===== config.mk =====
export PLATFORM = sky130hd
export DESIGN_NAME = bakraid_snd_cmd_flat
export DESIGN_NICKNAME = d
export VERILOG_FILES = /design/src/rtl/bakraid_pkg.sv /design/src/rtl/bakraid_snd_cmd_if.sv /design/src/rtl/bakraid_pulse_gen.sv /design/src/rtl/bakraid_snd_cmd.sv /design/src/flat_wrapper.sv
export SDC_FILE = /design/constraint.sdc
export NUM_CORES = 1
export LEC_CHECK = 0
export BUFFER_PORTS_ARGS = -buffer_cell sky130_fd_sc_hd__buf_2
export CAP_MARGIN = 10
export CELL_PAD_IN_SITES_DETAIL_PLACEMENT = 0
export CELL_PAD_IN_SITES_GLOBAL_PLACEMENT = 2
export CORE_MARGIN = 2
export CORE_UTILIZATION = 32
export DETAILED_ROUTE_END_ITERATION = 12
export PLACE_DENSITY_LB_ADDON = 0.1
export SETUP_SLACK_MARGIN = 0.4
export SYNTH_ARGS = -nofsm -noshare
export SYNTH_HDL_FRONTEND = slang
export SYNTH_SLANG_ARGS = --single-unit

===== constraint.sdc =====
create_clock -name CLK -period 2.75 [get_ports CLK]
set_input_delay 0.1375 -clock CLK [delete_from_list [all_inputs] [get_ports CLK]]
set_output_delay 0.1375 -clock CLK [all_outputs]
set_load 0.05 [all_outputs]

===== src/rtl/bakraid_pkg.sv =====
// Shared definitions for the Bakraid 68k-side sound command port.
// Holds the register map offsets and the bus FSM state encoding.
package bakraid_pkg;

  localparam logic [2:0] OFS_LATCH1 = 3'd0;
  localparam logic [2:0] OFS_LATCH2 = 3'd1;
  localparam logic [2:0] OFS_TRIG   = 3'd2;
  localparam logic [2:0] OFS_REPLY  = 3'd3;
  localparam logic [2:0] OFS_STAT   = 3'd4;

  typedef enum logic [1:0] {
    IDLE,
    ACCESS,
    STALL,
    DONE
  } state_t;

  function automatic logic is_trigger(input logic rnw, input logic [2:0] a);
    return !rnw && (a == OFS_TRIG);
  endfunction

  function automatic logic is_reply_read(input logic rnw, input logic [2:0] a);
    return rnw && (a == OFS_REPLY);
  endfunction

endpackage


===== src/rtl/bakraid_snd_cmd_if.sv =====
// 68k bus window into the sound command port.
// Handshake: the master raises M68_CS with A/RNW/DIN stable and holds it until M68_DTACKn
// goes low; it then drops M68_CS, and the slave returns M68_DTACKn high on the next cycle.
interface bakraid_snd_cmd_if;
  logic        M68_CS;
  logic        M68_RNW;
  logic [2:0]  M68_A;
  logic [7:0]  M68_DIN;
  logic [15:0] M68_DOUT;
  logic        M68_DTACKn;

  modport master (
    output M68_CS,
    output M68_RNW,
    output M68_A,
    output M68_DIN,
    input  M68_DOUT,
    input  M68_DTACKn
  );

  modport slave (
    input  M68_CS,
    input  M68_RNW,
    input  M68_A,
    input  M68_DIN,
    output M68_DOUT,
    output M68_DTACKn
  );
endinterface


===== src/rtl/bakraid_pulse_gen.sv =====
// Reloadable down-counter pulse generator: pulse is high while the count is non-zero.
// A load during an active pulse restarts the count, stretching the pulse with no gap.
module bakraid_pulse_gen #(
  parameter int W   = 8,
  parameter int LEN = 8
) (
  input  logic clk,
  input  logic rst,
  input  logic load,
  output logic pulse
);

  logic [W-1:0] cnt;

  always_ff @(posedge clk) begin
    if (rst) begin
      cnt <= '0;
    end else if (load) begin
      cnt <= W'(LEN);
    end else if (cnt != '0) begin
      cnt <= cnt - W'(1);
    end
  end

  assign pulse = (cnt != '0);

endmodule


===== src/rtl/bakraid_snd_cmd.sv =====
// 68k-side sound command port: command latches, trigger strobe with WAIT stall and
// timeout, Z80 NMI pulse, and reply readback with per-byte ACK tracking.
module bakraid_snd_cmd
  import bakraid_pkg::*;
#(
  parameter int NMI_W   = 8,
  parameter int TIMEOUT = 4096
) (
  input  logic        CLK,
  input  logic        RESET,
  bakraid_snd_cmd_if.slave m68,
  output logic [7:0]  SOUNDLATCH,
  output logic [7:0]  SOUNDLATCH2,
  output logic        NMI,
  output logic        SND_CS,
  input  logic        SND_WAIT,
  input  logic [7:0]  SOUNDLATCH3,
  input  logic [7:0]  SOUNDLATCH4,
  input  logic [1:0]  ACK_IN,
  output logic [1:0]  ACK_OUT,
  output state_t      STATE
);

  localparam int TW = (TIMEOUT > 1) ? $clog2(TIMEOUT) : 1;

  state_t        state;
  logic          cs_q;
  logic [2:0]    a_q;
  logic          rnw_q;
  logic [7:0]    din_q;
  logic [TW-1:0] stall_cnt;
  logic [1:0]    ack_q;
  logic          ack_clr;

  assign STATE   = state;
  assign ack_clr = (state == ACCESS) && is_reply_read(rnw_q, a_q);

  always_ff @(posedge CLK) begin
    if (RESET) begin
      state          <= IDLE;
      cs_q           <= 1'b0;
      a_q            <= '0;
      rnw_q          <= 1'b0;
      din_q          <= '0;
      stall_cnt      <= '0;
      SOUNDLATCH     <= '0;
      SOUNDLATCH2    <= '0;
      SND_CS         <= 1'b0;
      m68.M68_DOUT   <= '0;
      m68.M68_DTACKn <= 1'b1;
    end else begin
      cs_q   <= m68.M68_CS;
      SND_CS <= 1'b0;
      case (state)
        IDLE: begin
          if (m68.M68_CS && !cs_q) begin
            a_q   <= m68.M68_A;
            rnw_q <= m68.M68_RNW;
            din_q <= m68.M68_DIN;
            state <= ACCESS;
          end
        end

        ACCESS: begin
          if (rnw_q) begin
            case (a_q)
              OFS_REPLY: m68.M68_DOUT <= {SOUNDLATCH4, SOUNDLATCH3};
              OFS_STAT:  m68.M68_DOUT <= {14'b0, ACK_OUT};
              default:   m68.M68_DOUT <= '0;
            endcase
          end else if (a_q == OFS_LATCH1) begin
            SOUNDLATCH <= din_q;
          end else if (a_q == OFS_LATCH2) begin
            SOUNDLATCH2 <= din_q;
          end
          // The register action above stands even when the 68k aborts here.
          if (!m68.M68_CS) begin
            state <= IDLE;
          end else if (is_trigger(rnw_q, a_q)) begin
            if (SND_WAIT) begin
              stall_cnt <= '0;
              state     <= STALL;
            end else begin
              SND_CS <= 1'b1;
              state  <= DONE;
            end
          end else begin
            state <= DONE;
          end
        end

        STALL: begin
          if (!m68.M68_CS) begin
            state <= IDLE;
          end else if (!SND_WAIT || (stall_cnt == TW'(TIMEOUT - 1))) begin
            SND_CS <= 1'b1;
            state  <= DONE;
          end else begin
            stall_cnt <= stall_cnt + TW'(1);
          end
        end

        DONE: begin
          if (m68.M68_CS) begin
            m68.M68_DTACKn <= 1'b0;
          end else begin
            m68.M68_DTACKn <= 1'b1;
            state          <= IDLE;
          end
        end

        default: state <= IDLE;
      endcase
    end
  end

  // A fresh reply edge outranks the read-clear so no reply is ever dropped.
  always_ff @(posedge CLK) begin
    if (RESET) begin
      ack_q   <= '0;
      ACK_OUT <= '0;
    end else begin
      ack_q   <= ACK_IN;
      ACK_OUT <= (ACK_OUT & ~{2{ack_clr}}) | (ACK_IN & ~ack_q);
    end
  end

  bakraid_pulse_gen #(
    .W   (8),
    .LEN (NMI_W)
  ) u_nmi (
    .clk   (CLK),
    .rst   (RESET),
    .load  (SND_CS),
    .pulse (NMI)
  );

endmodule


===== src/flat_wrapper.sv =====
// flat-port wrapper written by rule: the top's interface ports become plain ports
module bakraid_snd_cmd_flat import bakraid_pkg::*;
#(
  parameter int NMI_W   = 8,
  parameter int TIMEOUT = 4096
)
  (CLK, RESET, SOUNDLATCH, SOUNDLATCH2, NMI, SND_CS, SND_WAIT, SOUNDLATCH3, SOUNDLATCH4, ACK_IN, ACK_OUT, STATE, m68_M68_CS, m68_M68_RNW, m68_M68_A, m68_M68_DIN, m68_M68_DOUT, m68_M68_DTACKn);
  bakraid_snd_cmd_if m68_i ();
  input  logic CLK;
  input  logic RESET;
  output logic [7:0] SOUNDLATCH;
  output logic [7:0] SOUNDLATCH2;
  output logic NMI;
  output logic SND_CS;
  input  logic SND_WAIT;
  input  logic [7:0] SOUNDLATCH3;
  input  logic [7:0] SOUNDLATCH4;
  input  logic [1:0] ACK_IN;
  output logic [1:0] ACK_OUT;
  output state_t STATE;
  input wire logic [$bits(m68_i.M68_CS)-1:0] m68_M68_CS;
  input wire logic [$bits(m68_i.M68_RNW)-1:0] m68_M68_RNW;
  input wire logic [$bits(m68_i.M68_A)-1:0] m68_M68_A;
  input wire logic [$bits(m68_i.M68_DIN)-1:0] m68_M68_DIN;
  output wire logic [$bits(m68_i.M68_DOUT)-1:0] m68_M68_DOUT;
  output wire logic [$bits(m68_i.M68_DTACKn)-1:0] m68_M68_DTACKn;
  assign m68_i.M68_CS = m68_M68_CS;
  assign m68_i.M68_RNW = m68_M68_RNW;
  assign m68_i.M68_A = m68_M68_A;
  assign m68_i.M68_DIN = m68_M68_DIN;
  assign m68_M68_DOUT = m68_i.M68_DOUT;
  assign m68_M68_DTACKn = m68_i.M68_DTACKn;
  bakraid_snd_cmd #(.NMI_W(NMI_W), .TIMEOUT(TIMEOUT)) u_core (.CLK(CLK), .RESET(RESET), .m68(m68_i), .SOUNDLATCH(SOUNDLATCH), .SOUNDLATCH2(SOUNDLATCH2), .NMI(NMI), .SND_CS(SND_CS), .SND_WAIT(SND_WAIT), .SOUNDLATCH3(SOUNDLATCH3), .SOUNDLATCH4(SOUNDLATCH4), .ACK_IN(ACK_IN), .ACK_OUT(ACK_OUT), .STATE(STATE));
endmodule

Word level (Yosys, flattened, before mapping) --
Index checks and enable logic that the tools add are counted.
Storage, ports and cells: bits in registers 73
Operators by class: $add $sub $neg 2, eq/ne operators 16, multiplexer cells 24, bitwise logic cells 7, reductions and logical operators 20
Operators with widths (number):
- $mux 12 | 5
- $pmux 16 s2 | 1
- $pmux 12 s2 | 1
- $add 12x1->12 const B | 1
- $eq 12x12->1 const B | 1
- $ne 2x2->1 const B | 6
- $mux 2 | 5
- $mux 1 | 8
- $mux 4 | 2
- $pmux 2 s4 | 1
- $reduce_bool 8->1 | 1
- $sub 8x1->8 const B | 1
- $eq 3x2->1 const B | 2
- $reduce_and 3->1 | 2
- $reduce_and 6->1 | 1
- $and 2x2->2 | 2
- $eq 2x2->1 const B | 2
- $logic_and 1x1->1 | 4
- $not 2->2 | 2
- $reduce_and 2->1 | 2
- $reduce_and 4->1 | 1
- $reduce_bool 2->1 | 2
- $eq 3x1->1 const B | 1
- $eq 3x3->1 const B | 1
- 11 further kinds | 14

Longest topological paths before layout --
depth in word-level cells 6, depth in mapped cells 8, mapped depth without buffers 6

Modules after synthesis --
A second synthesis with hierarchy kept.
Unflattened totals: cell total of the unflattened synthesis 339, area, all modules 3114.2 µm²
By module, submodules not included:
- bakraid_snd_cmd | times used 1, cells an instance 289, area an instance 2692.6 µm², seq. area each 1301.2 µm²
- bakraid_pulse_gen | times used 1, cells an instance 50, area an instance 421.7 µm², seq. area each 160.2 µm²

Worst setup path after synthesis --
Ideal clock, no wire load.
path type register to register, start point register u_core.state[0] (netlist: u_core.STATE[0]), end point register u_core.m68.M68_DOUT[10], arrival time 2.116 ns, slack 0.568 ns, cell stages (with the launch flop) 8, buffers on the path 2, period minus slack after synthesis 2.182 ns, cells stage by stage dfxtp_1 ha_1 buf_2 nand2_1 nor3_2 clkbuf_1 a22oi_1 nor2_1
Between the ends: word-level cells in the longest chain between the ends 2
RTL lines:
- start, declared | line bakraid_snd_cmd.sv:26 | state_t state;
- start signal, assigned | line bakraid_snd_cmd.sv:40 | state <= IDLE;
- start signal, assigned | line bakraid_snd_cmd.sv:60 | state <= ACCESS;
- start signal, assigned | line bakraid_snd_cmd.sv:78 | state <= IDLE;
- $eq 2x1->1 | line bakraid_snd_cmd.sv:54 | case (state)
- $reduce_and 2->1 (no line)
- end signal, assigned | line bakraid_snd_cmd.sv:67 | OFS_REPLY: m68.M68_DOUT <= {SOUNDLATCH4, SOUNDLATCH3};
- end signal, assigned | line bakraid_snd_cmd.sv:68 | OFS_STAT: m68.M68_DOUT <= {14'b0, ACK_OUT};
- end, declared | line bakraid_snd_cmd_if.sv:26 | output M68_DOUT,
Every way passes these cells. A chain may end at the register's enable or synchronous reset.

Worst setup path after layout --
start point register u_core.stall_cnt[1], end point register u_core.state[1] (netlist: u_core.STATE[1])
Between the ends: word-level cells in the longest chain between the ends 4
RTL lines:
- start, declared | line bakraid_snd_cmd.sv:31 | logic [TW-1:0] stall_cnt;
- start signal, assigned | line bakraid_snd_cmd.sv:99 | stall_cnt <= stall_cnt + TW'(1);
- $eq 12x12->1 | line bakraid_snd_cmd.sv:95 | end else if (!SND_WAIT || (stall_cnt == TW'(TIMEOUT - 1))) begin
- $logic_or 1x1->1 | line bakraid_snd_cmd.sv:95
- $ne 3x2->1 (no line)
- $reduce_and 3->1 (no line)
- end signal, assigned | line bakraid_snd_cmd.sv:94 | state <= IDLE;
- end signal, assigned | line bakraid_snd_cmd.sv:97 | state <= DONE;
- end signal, assigned | line bakraid_snd_cmd.sv:108 | state <= IDLE;
Every way passes these cells.

==> results.txt <==
In the final layout, the share of cells above drive strength 1 is 24.94%. The total number of vias is 2,625. The number of synthesized flops with an enable pin is 0. The floorplan step set the die width to 102.0 um.

At the end of routability-driven placement, the weighted congestion stood at 0.7360. The ratio of routed vias to standard cells came out at 4.879. The met3 wirelength from detailed routing came out at 532 um. Clock tree synthesis inserted a total of 9 buffers. The clock arrives with 12.73 ps of skew. The endpoint kind of the worst setup timing path is a flip-flop. The cell area after layout came out at 0.003811 mm^2. The antenna diode count came out at 0. For this run, the leading register cell type out of synthesis is dfxtp_1. The maximum vdd ir drop came out at 0.2717 mV. The total overflow reported by the global router is 0. Summed over all cells, the static leakage comes to 1.687 nW. Setup violations remaining at the end of the flow were counted as 0. Synthesis inferred 73 register bits.

The first routing iteration left 105 violations. The first-pass GRT wire length came out at 12,480 um. After the last flow step, the layout net total stands at 445. The number of DRC violations after detailed routing is 0. The final-layout setup total negative slack is 0 ps. The fill cell instance count of the final layout is 960.

Summed over all layers, the routed wires come to 7653 um. The net switching power figure is 0.0008437 W. The async set-or-reset flop fraction in the synthesized netlist came out at 0%. For this design the ratio of total power to cell area is 694.4 mW/mm^2. Each instance of the synthesized netlist takes up on average 9.422 um^2. The register area share after synthesis came out at 47.58%. The flow ran to the end, and the final reports show no timing, DRC or antenna violations.

The post-synthesis share of cell area spent on full adders, half adders and majority gates is 2.851%. The mapped netlist covers 0.003072 mm^2. The largest single stage delay on the critical path is 630 ps. After synthesis, the largest family of logic cells by area is simple AND/OR/NAND/NOR gates. In the synthesized netlist, mux cells make up 9.124% of the area. The clock network is responsible for 32.1% of the overall power. The switching share of power is 31.88%. The critical path in this run is classified as reg -> reg. Data arrives at the worst endpoint at 2340 ps. The maximum fanout along the worst path is 10. The sum of met2 wire segment lengths after detailed routing is 3676 um. Yosys printed 0 warnings. The via count of the first global-routing pass is 2,519.

The number of max-slew violations in the final report came out at 0. Summing internal, switching and leakage power gives 0.002646 W. The clock latency on the worst-skew pair came out at 340 ps. The ratio of final minimum period to clock period is 77.12%.

The critical path goes through ha_1, nand4_2, or4_4, a222oi_1, o2bb2ai_1. The critical path's top delay family is simple AND/OR/NAND/NOR gates. At the pin with the least slew margin, the transition time is 610.5 ps.

In this run the count of I/O pins placed on the die edge is 73. The detailed-routing iteration count for the pre-antenna-repair pass is 4. The die covers 0.01040 mm^2. TritonCTS built the clock tree. The hold violation count in the final report is 0. The share of total power dissipated in combinational logic is 22.0%. The largest individual stage delay along the critical path comes from the cell or4_4. The depth of the CTS H-tree is 3. The worst slew slack as a fraction of its limit is 59.19%. The tree is rooted in a clkbuf_8.

The max-capacitance violation count is 0. The floorplan step set the die height to 102.0 um. Summing all multi-input logic gate instances after layout gives 0.001508 mm^2.

The achievable frequency is 471.5 MHz. The number of sinks handled by clock tree synthesis came out at 73. The highest metal layer carrying signal wires in the routed design is met4. The library cells used most frequently in the layout, excluding fill and tap cells, are 73 x dfxtp_1, 72 x buf_2, 57 x nor2_1, 28 x mux2i_1, 16 x nand2_1. In this run the tool buffered the top-level ports with 72 buffer cells. The path class of the lowest-slack min-delay path is in -> reg.

The placed instances occupy a cell area of 0.003581 mm^2. The maximum number of pins on one net before global-route repair is 52. Buffers added to address setup during post-CTS repair amount to 0. Setup repair after global routing left no endpoint under its margin. The footprint of the flip-flops and latches is 0.001461 mm^2. The row count is 35. The maximum buffer depth of the clock tree is 2. The shortest clock period the worst path allows after layout is 2121 ps. The netlist uses 47 different library cells. The post-synthesis share of cell area spent on and, or, nand and nor gates came out at 19.88%. STA classifies the critical path startpoint as a flip-flop. By area the synthesized netlist is led by dfxtp_1 48%, mux2i_1 9.1%, nor2_1 7.0%, a22oi_1 3.4%, ha_1 2.9%. After clock tree synthesis, the clock-pin slew on the worst setup and hold paths is 80 ps.

The combined global-route utilization of all metal layers came out at 15.44%. The largest total area in the synthesized netlist belongs to dfxtp_1. The signed area change from the synthesized netlist to the final layout came out at 24.07%.

The required arrival time at the worst endpoint came out at 2970 ps. The share of the synthesized area in compound gates (AO/OA/AOI/OAI) is 15.52%. The placed wire-length estimate after detailed placement came out at 5326 um. The synthesized net count is 367. The most frequent standard cell in the layout excluding fill and tap cells is dfxtp_1.

The average routed wire per standard cell is 14.22 um. The effective utilization at floorplan came out at 33.09%. The cell-internal power came out at 0.001803 W. The detailed router put a total of 3385 um of wire on met1.

The top-area cell type share of the netlist area came out at 47.58%. The floorplan step defined a core boundary enclosing 0.009284 mm^2. The count of buffer and inverter cells on the critical path is 0.

Of the total synthesized cell area, the portion taken by XOR and XNOR cells is 1.711%. The initial antenna violation count is 0. The number of standard cells after synthesis came out at 326. The sequential power share is 45.9%. The number of nets with antenna violations after routing is 0.
worst reg2reg max path, stage by stage, from the launching register on:
cell and delay, ps:
dfxtp_1 400, ha_1 290, nand4_2 170, or4_4 630, a222oi_1 400, o2bb2ai_1 110
registers in the layout (all words and copies together) (netlist names):
name,flops
u_core.SND_CS,1
u_core.m68.M68_DTACKn,1
u_core.SOUNDLATCH,8
u_core.u_nmi.cnt,8
u_core.din_q,8
u_core.rnw_q,1
u_core.SOUNDLATCH2,8
u_core.cs_q,1
u_core.a_q,3
u_core.stall_cnt,12
u_core.STATE,2
u_core.ack_q,2
u_core.ACK_OUT,2
u_core.m68.M68_DOUT,16
routing by layer:
| metal | up-vias | track usage, % |
|---|---|---|
| li1 | 1343 | - |
| met1 | 1212 | 19.69 |
| met2 | 66 | 24.34 |
| met3 | 4 | 6.088 |
| met4 | 0 | 4.308 |
| met5 | - | 0 |
what timing repair did:
item	4_1_cts	5_1_grt
hold endpoints to repair	3	0
gates resized for setup	0	0
hold buffers	3	0
endpoints found under the setup margin	0	0
power groups by stage:
stage,registers (W),clock network (W),logic (W)
6_report,0.00121,0.000850,0.000582
5_1_grt,0.00123,0.000942,0.000654
4_1_cts,0.00122,0.000891,0.000593
3_5_place_dp,0.00124,0,0.000584
3_3_place_gp,0.00124,0,0.000585
2_1_floorplan,0.00126,0,0.000416
final timing paths:
path	startpoint	end	slack (ps)	cells past startpoint
hold / removal	SOUNDLATCH4[7]	u_core.m68.M68_DOUT[15]	20	3
hold reg to reg	u_core.ack_q[1]	u_core.ACK_OUT[1]	480	2
setup / recovery	u_core.stall_cnt[1]	u_core.STATE[1]	630	5
setup reg to reg	u_core.stall_cnt[1]	u_core.STATE[1]	630	5
through the flow:
| step | std cells | setup WS (ps) | hold WS [ps] | utilization (%) |
|---|---|---|---|---|
| 3_3_place_gp | 519 | 718.2 | 365.8 | 38.57 |
| 5_1_grt | 538 | 457.9 | 7.810 | 41.05 |
| 6_report | 538 | 629.2 | 24.56 | 41.05 |
| 3_5_place_dp | 519 | 643.9 | 375.3 | 38.57 |
| 2_1_floorplan | 326 | 567.7 | 220.8 | - |
| 4_1_cts | 538 | 640.1 | 0.6638 | 41.05 |
cells by family after synthesis:
kind of cell | after synthesis
flops | 73
mux | 28
fa+ha+maj | 7
simple gates | 123
buf+inv | 24
xor+xnor | 6
compound gates | 65
cell type report:
class | instances | share of cell area (%)
inverter | 8 | 0.7879
clock buffer | 9 | 3.250
tap | 129 | 4.235
multi-input combinational | 229 | 39.56
sequential | 73 | 38.35
timing repair buffer | 83 | 11.82
clock inverter | 7 | 2.003
cell usage after synthesis (all sizes together) (2+ instances only):
cell type / instances
nand3: 7
nor2: 57
nand4b: 2
nor3: 6
nand2b: 7
o31a: 4
o21ai: 7
o311ai: 3
clkbuf: 11
buf: 5
dfxtp: 73
a311oi: 6
nor2b: 4
a22oi: 14
ha: 7
nand3b: 2
a21oi: 5
xnor2: 5
nor4: 3
nand2: 16
nand4: 7
mux2i: 28
inv: 8
a22o: 2
o31ai: 5
o211ai: 2
and3: 4
a31oi: 10
or3: 4
Note: power is estimated with default switching activity, not from simulation.
